--- config.mk ---
export PLATFORM = sky130hd
export DESIGN_NAME = seq_radix4_mult
export DESIGN_NICKNAME = d
export VERILOG_FILES = /design/src/rtl/seq_radix4_mult.sv
export SDC_FILE = /design/constraint.sdc
export NUM_CORES = 1
export LEC_CHECK = 0
export BUFFER_PORTS_ARGS = -buffer_cell sky130_fd_sc_hd__buf_2
export CORE_MARGIN = 3
export CORE_UTILIZATION = 40
export DETAILED_ROUTE_END_ITERATION = 16
export HOLD_SLACK_MARGIN = 0.15
export PLACE_DENSITY_LB_ADDON = 0.3
export SLEW_MARGIN = 10
export SYNTH_ARGS = -nofsm -noshare
export SYNTH_HDL_FRONTEND = slang
export SYNTH_SLANG_ARGS = --single-unit
--- constraint.sdc ---
create_clock -name clk_i -period 7.32 [get_ports clk_i]
set_input_delay 0 -clock clk_i [delete_from_list [all_inputs] [get_ports clk_i]]
set_output_delay 0 -clock clk_i [all_outputs]
set_load 0.1 [all_outputs]
--- src/rtl/seq_radix4_mult.sv ---
// seq_radix4_mult
//   Iterative unsigned multiplier that retires two multiplier bits per clock.
//   Each 2-bit digit selects 0, 1x, 2x or 3x of the captured multiplicand. That
//   partial product is shifted by 2*digit_index and added into a full-width
//   accumulator, so the accumulator can never overflow. A start/busy/done
//   handshake fronts the datapath. With EARLY_TERM=1 the operation stops as soon
//   as the remaining multiplier bits are all zero.
//
// Ports
//   clk_i    clock, rising edge
//   rst_i    synchronous active-high reset; aborts an in-flight operation
//   start_i  request, sampled only while idle
//   mcand_i  multiplicand, captured when start is accepted
//   mplr_i   multiplier, captured when start is accepted
//   busy_o   high while an operation is in flight
//   done_o   one-cycle pulse, prod_o valid
//   prod_o   product, held until the next completion
//
// State | meaning
//   IDLE | waiting for start; prod_o holds the last result
//   RUN  | consuming multiplier digits, one per clock
module seq_radix4_mult #(
  parameter int MCAND_W    = 8,
  parameter int MPLR_W     = 8,
  parameter int EARLY_TERM = 0
) (
  input  logic                       clk_i,
  input  logic                       rst_i,
  input  logic                       start_i,
  input  logic [MCAND_W-1:0]         mcand_i,
  input  logic [MPLR_W-1:0]          mplr_i,
  output logic                       busy_o,
  output logic                       done_o,
  output logic [MCAND_W+MPLR_W-1:0]  prod_o
);

  localparam int PROD_W = MCAND_W + MPLR_W;
  localparam int N      = MPLR_W / 2;
  localparam int CNT_W  = $clog2(N) + 1;
  localparam bit ET     = (EARLY_TERM != 0);

  localparam logic [0:0] S_IDLE = 1'b0;
  localparam logic [0:0] S_RUN  = 1'b1;

  logic [0:0]         state_q, state_d;
  logic [MCAND_W-1:0] mc_q, mc_d;
  logic [MPLR_W-1:0]  sr_q, sr_d;
  logic [PROD_W-1:0]  acc_q, acc_d;
  logic [CNT_W-1:0]   cnt_q, cnt_d;
  logic               busy_q, busy_d;
  logic               done_q, done_d;
  logic [PROD_W-1:0]  prod_q, prod_d;

  logic [MCAND_W+1:0] pp;
  logic [CNT_W:0]     shamt;
  logic [PROD_W-1:0]  acc_sum;
  logic               last;
  logic               early;

  // 3x is built as x + 2x; the two extra bits hold the carry.
  always_comb begin
    pp = '0;
    case (sr_q[1:0])
      2'd0: pp = '0;
      2'd1: pp = {2'b00, mc_q};
      2'd2: pp = {1'b0, mc_q, 1'b0};
      2'd3: pp = {2'b00, mc_q} + {1'b0, mc_q, 1'b0};
      default: pp = '0;
    endcase
  end

  assign shamt   = {cnt_q, 1'b0};
  assign acc_sum = acc_q + (PROD_W'(pp) << shamt);
  assign last    = (cnt_q == CNT_W'(N - 1));
  assign early   = ET && (sr_q == '0);

  always_comb begin
    state_d = state_q;
    mc_d    = mc_q;
    sr_d    = sr_q;
    acc_d   = acc_q;
    cnt_d   = cnt_q;
    busy_d  = busy_q;
    done_d  = 1'b0;
    prod_d  = prod_q;
    case (state_q)
      S_IDLE: begin
        if (start_i) begin
          mc_d    = mcand_i;
          sr_d    = mplr_i;
          acc_d   = '0;
          cnt_d   = '0;
          busy_d  = 1'b1;
          state_d = S_RUN;
        end
      end
      S_RUN: begin
        if (early) begin
          // Remaining digits are all zero, so acc already holds the product.
          prod_d  = acc_q;
          done_d  = 1'b1;
          busy_d  = 1'b0;
          state_d = S_IDLE;
        end else begin
          acc_d = acc_sum;
          sr_d  = sr_q >> 2;
          cnt_d = cnt_q + CNT_W'(1);
          if (last) begin
            prod_d  = acc_sum;
            done_d  = 1'b1;
            busy_d  = 1'b0;
            state_d = S_IDLE;
          end
        end
      end
      default: state_d = S_IDLE;
    endcase
  end

  always_ff @(posedge clk_i) begin
    if (rst_i) begin
      state_q <= S_IDLE;
      mc_q    <= '0;
      sr_q    <= '0;
      acc_q   <= '0;
      cnt_q   <= '0;
      busy_q  <= 1'b0;
      done_q  <= 1'b0;
      prod_q  <= '0;
    end else begin
      state_q <= state_d;
      mc_q    <= mc_d;
      sr_q    <= sr_d;
      acc_q   <= acc_d;
      cnt_q   <= cnt_d;
      busy_q  <= busy_d;
      done_q  <= done_d;
      prod_q  <= prod_d;
    end
  end

  assign busy_o = busy_q;
  assign done_o = done_q;
  assign prod_o = prod_q;

endmodule

==> results.sh <==
export IMPL_yosys_top_cells_area="dfxtp_1 30%, ha_1 8.5%, a21oi_1 7.9%"
export IMPL_maxCapViolations=0
export IMPL_worstMarginPinSlew_ps=960
export IMPL_crit_type="flip-flop to flip-flop"
export IMPL_placementRows=34
export IMPL_final_setup_viol_count=0
export IMPL_clockBufferDepth=2
export IMPL_wirelength_mm=8.67
export IMPL_ioPinCount=37
export IMPL_antenna_left=0
export IMPL_firstDrtPassIters=4
export IMPL_initial_core_util_pct=41.6
export IMPL_seq_area_frac_synth_pct=29.5
export IMPL_grtUsageMet2_pct=29.0
export IMPL_antenna_found_initial=0
export IMPL_synthToLayoutAreaGrowth_pct=13.2
export IMPL_hold_path_class="primary input to flip-flop"
export IMPL_critPathBufInv=1
export IMPL_seq_area_um2=1080
export IMPL_fin_nets=550
export IMPL_dieArea_um2=10300
export IMPL_grt_setup_unrepaired="no"
export IMPL_holdPathStages=3
export IMPL_grt_overflow_total=0
export IMPL_postCtsSetupBuffers=0
export IMPL_setup_tns_ps=0
export IMPL_crit_required_ps=7580
export IMPL_synth_area_um2=3660
export IMPL_start_kind="flip-flop"
export IMPL_die_w_um=102
export IMPL_cpMostUsedCell="ha_1"
export IMPL_syn_nets=519
export IMPL_diodes=0
export IMPL_fmaxAchievable_mhz=215
export IMPL_grt_pass1_vias=3175
export IMPL_grt_pass1_wl_mm=14.9
export IMPL_syn_area_per_cell_um2=7.74
export IMPL_worstPathCellList="ha_1 -> inv_1 -> fa_1 -> and2b_1 -> o22ai_1 -> and3_1 -> nor3_1 -> mux2_2 -> o21ai_0 -> and2_1 -> ha_1 -> or3_1 -> a221oi_2 -> nor4b_4 -> mux2_4 -> nand4_4 -> or4_1 -> nand3_1"
export IMPL_synth_edf_count=0
export IMPL_powerDensity_nw_per_um2=146
export IMPL_drv_slew=0
export IMPL_portBuffers=36
export IMPL_post_cts_resized=0
export IMPL_synth_most_common_cell="nand2_1"
export IMPL_grtUsageTotal_pct=17.5
export IMPL_arrival_ps=4910
export IMPL_relSlewSlack_pct=36.0
export IMPL_finalHoldViolCount=0
export IMPL_synth_top_area_share_pct=29.5
export IMPL_clock_skew_ps=10.1
export IMPL_hp_start="start_i"
export IMPL_post_place_ws_ps=2790
export IMPL_netlist_cell_type_count=68
export IMPL_gp_congestion=0.890
export IMPL_holdBufCountCts=16
export IMPL_ir_drop_mv=0.115
export IMPL_fillers=899
export IMPL_min_period_ps=4650
export IMPL_synth_seq_cells=54
export IMPL_yosysWarnings=0
export IMPL_cts_tree="done"
export IMPL_use_met3_pct=2.75
export IMPL_post_dp_hpwl_mm=6.11
export IMPL_cp_slowest_cell="or4_1"
export IMPL_multi_input_area_um2=2430
export IMPL_clk_pin_slew_worst_paths_ps=110
export IMPL_yosysTopAreaCell="dfxtp_1"
export IMPL_fin_crit_sh_pct=63.5
export IMPL_vias=3424
export IMPL_drt_iter0_markers=197
export IMPL_synth_commonest_cells="63 x nand2_1, 58 x a21oi_1, 54 x dfxtp_1, 54 x nor2_1, 25 x ha_1"
export IMPL_globalRouteMet1Util_pct=24.4
export IMPL_wl_per_cell_um=14.1
export IMPL_reg2reg_from="mc_q[1]"
export IMPL_reg2reg_depth=18
export IMPL_outcome="finished clean"
export IMPL_grt_max_degree=54
export IMPL_core_area_um2=8810
export IMPL_worstSetupEndpointType="flip-flop"
export IMPL_worstPathMaxFanout=5
export IMPL_slowest_delay_ps=510
export IMPL_grt_busiest_layer="met2"
export IMPL_synth_async_reset_ratio_pct=0
export IMPL_cts_buffers=5
export IMPL_drive_gt1_share_pct=11.1
export IMPL_r2r_slack_ps=2670
export IMPL_fin_ws_ps=2670
export IMPL_cts_root_buffer_cell="clkbuf_8"
export IMPL_die_h_um=102
export IMPL_vias_per_cell=5.59
export IMPL_synth_main_ff_cell="dfxtp_1"
export IMPL_h_tree_depth=2
export IMPL_drc=0
export IMPL_r2r_end="acc_q[15]"
export IMPL_critPathTopFamily="simple AND/OR/NAND/NOR gates"
export IMPL_fin_total_pwr_mw=0.605
export IMPL_cellLeakagePower_nw=1.77
export IMPL_synth_cells=473
export IMPL_hold_end="sr_q[7]"
export IMPL_cts_sinks=54
export IMPL_clk_latency_ps=310
-- registers in the layout (all words and copies together), names as in the netlist --
name	cells
busy_o	1
done_o	1
sr_q	8
prod_o	16
acc_q	16
cnt_q	3
mc_q	8
state_q	1
-- layout by cell type (no fill, tap or decap), types with 3 or more instances in the layout --
cell type,n
nor3b_1,15
o211ai_1,5
inv_1,10
o22ai_1,4
nor2b_1,4
nor2_1,54
o31ai_1,5
nand2_1,63
clkbuf_8,5
buf_2,36
o21ai_0,13
o21a_1,4
and2_1,5
dfxtp_1,54
a211oi_1,4
a21o_1,7
mux2i_1,14
ha_1,25
xnor2_1,11
nand2b_1,3
or3_1,3
nand3_1,10
dlygate4sd3_1,16
a21oi_1,58
nor3_1,17
-- power breakdown --
group / switching, mW / internal (mW) / leakage (nW)
sequential: 0.0120 / 0.301 / 0.438
combinational: 0.0511 / 0.0343 / 1.28
clock: 0.104 / 0.102 / 0.0514
total: 0.167 / 0.438 / 1.77
-- logic make-up after synthesis --
family | after synthesis | synth area share (%)
buf+inv | 40 | 4.17
flops | 54 | 29.5
simple gates | 195 | 26.6
compound gates | 127 | 22.1
xor+xnor | 13 | 3.11
fa+ha+maj | 27 | 9.64
mux | 17 | 4.85
-- worst register-to-register path: stages (launching register included) --
cell and delay (ps):
dfxtp_1 420, ha_1 220, inv_1 60, fa_1 370, and2b_1 230, o22ai_1 100
and3_1 180, nor3_1 450, mux2_2 250, o21ai_0 90, and2_1 210, ha_1 210
or3_1 380, a221oi_2 400, nor4b_4 110, mux2_4 230, nand4_4 80, or4_1 510
nand3_1 90
-- layer usage --
| metal | up-vias | part of all wire [%] |
|---|---|---|
| li1 | 1758 | - |
| met1 | 1598 | 49 |
| met2 | 59 | 46 |
| met3 | 9 | 3.8 |
| met4 | 0 | 1.0 |
| met5 | - | 0 |
-- layout make-up --
class                      count  share of cell area (%)
clock buffer                   6                    1.75
clock inverter                 2                   0.906
inverter                      11                   0.997
multi-input combinational    379                    58.6
sequential                    54                    26.1
tap                          108                    3.26
timing repair buffer          53                    8.40
-- per-stage QoR --
step,hold WS (ps),util [%],area (µm²),cells
after global routing,379,47.0,4140,613
after floorplan,136,-,3660,473
final,327,47.0,4140,613
after global placement,243,44.0,3870,589
after CTS,331,47.0,4140,613
after detailed placement,252,44.0,3870,589
-- worst max path at each step --
stage               slack [ps]    start  depth (start not counted)         to
detailed placement        2790  mc_q[1]                         18  acc_q[15]
CTS                       2740  mc_q[1]                         18  acc_q[15]
floorplan                 3190  mc_q[1]                         18  acc_q[15]
global route              2300  mc_q[1]                         18  acc_q[15]
global placement          2930  mc_q[1]                         18  acc_q[15]
finish                    2670  mc_q[1]                         18  acc_q[15]
Power figures use the tool's default switching activity.
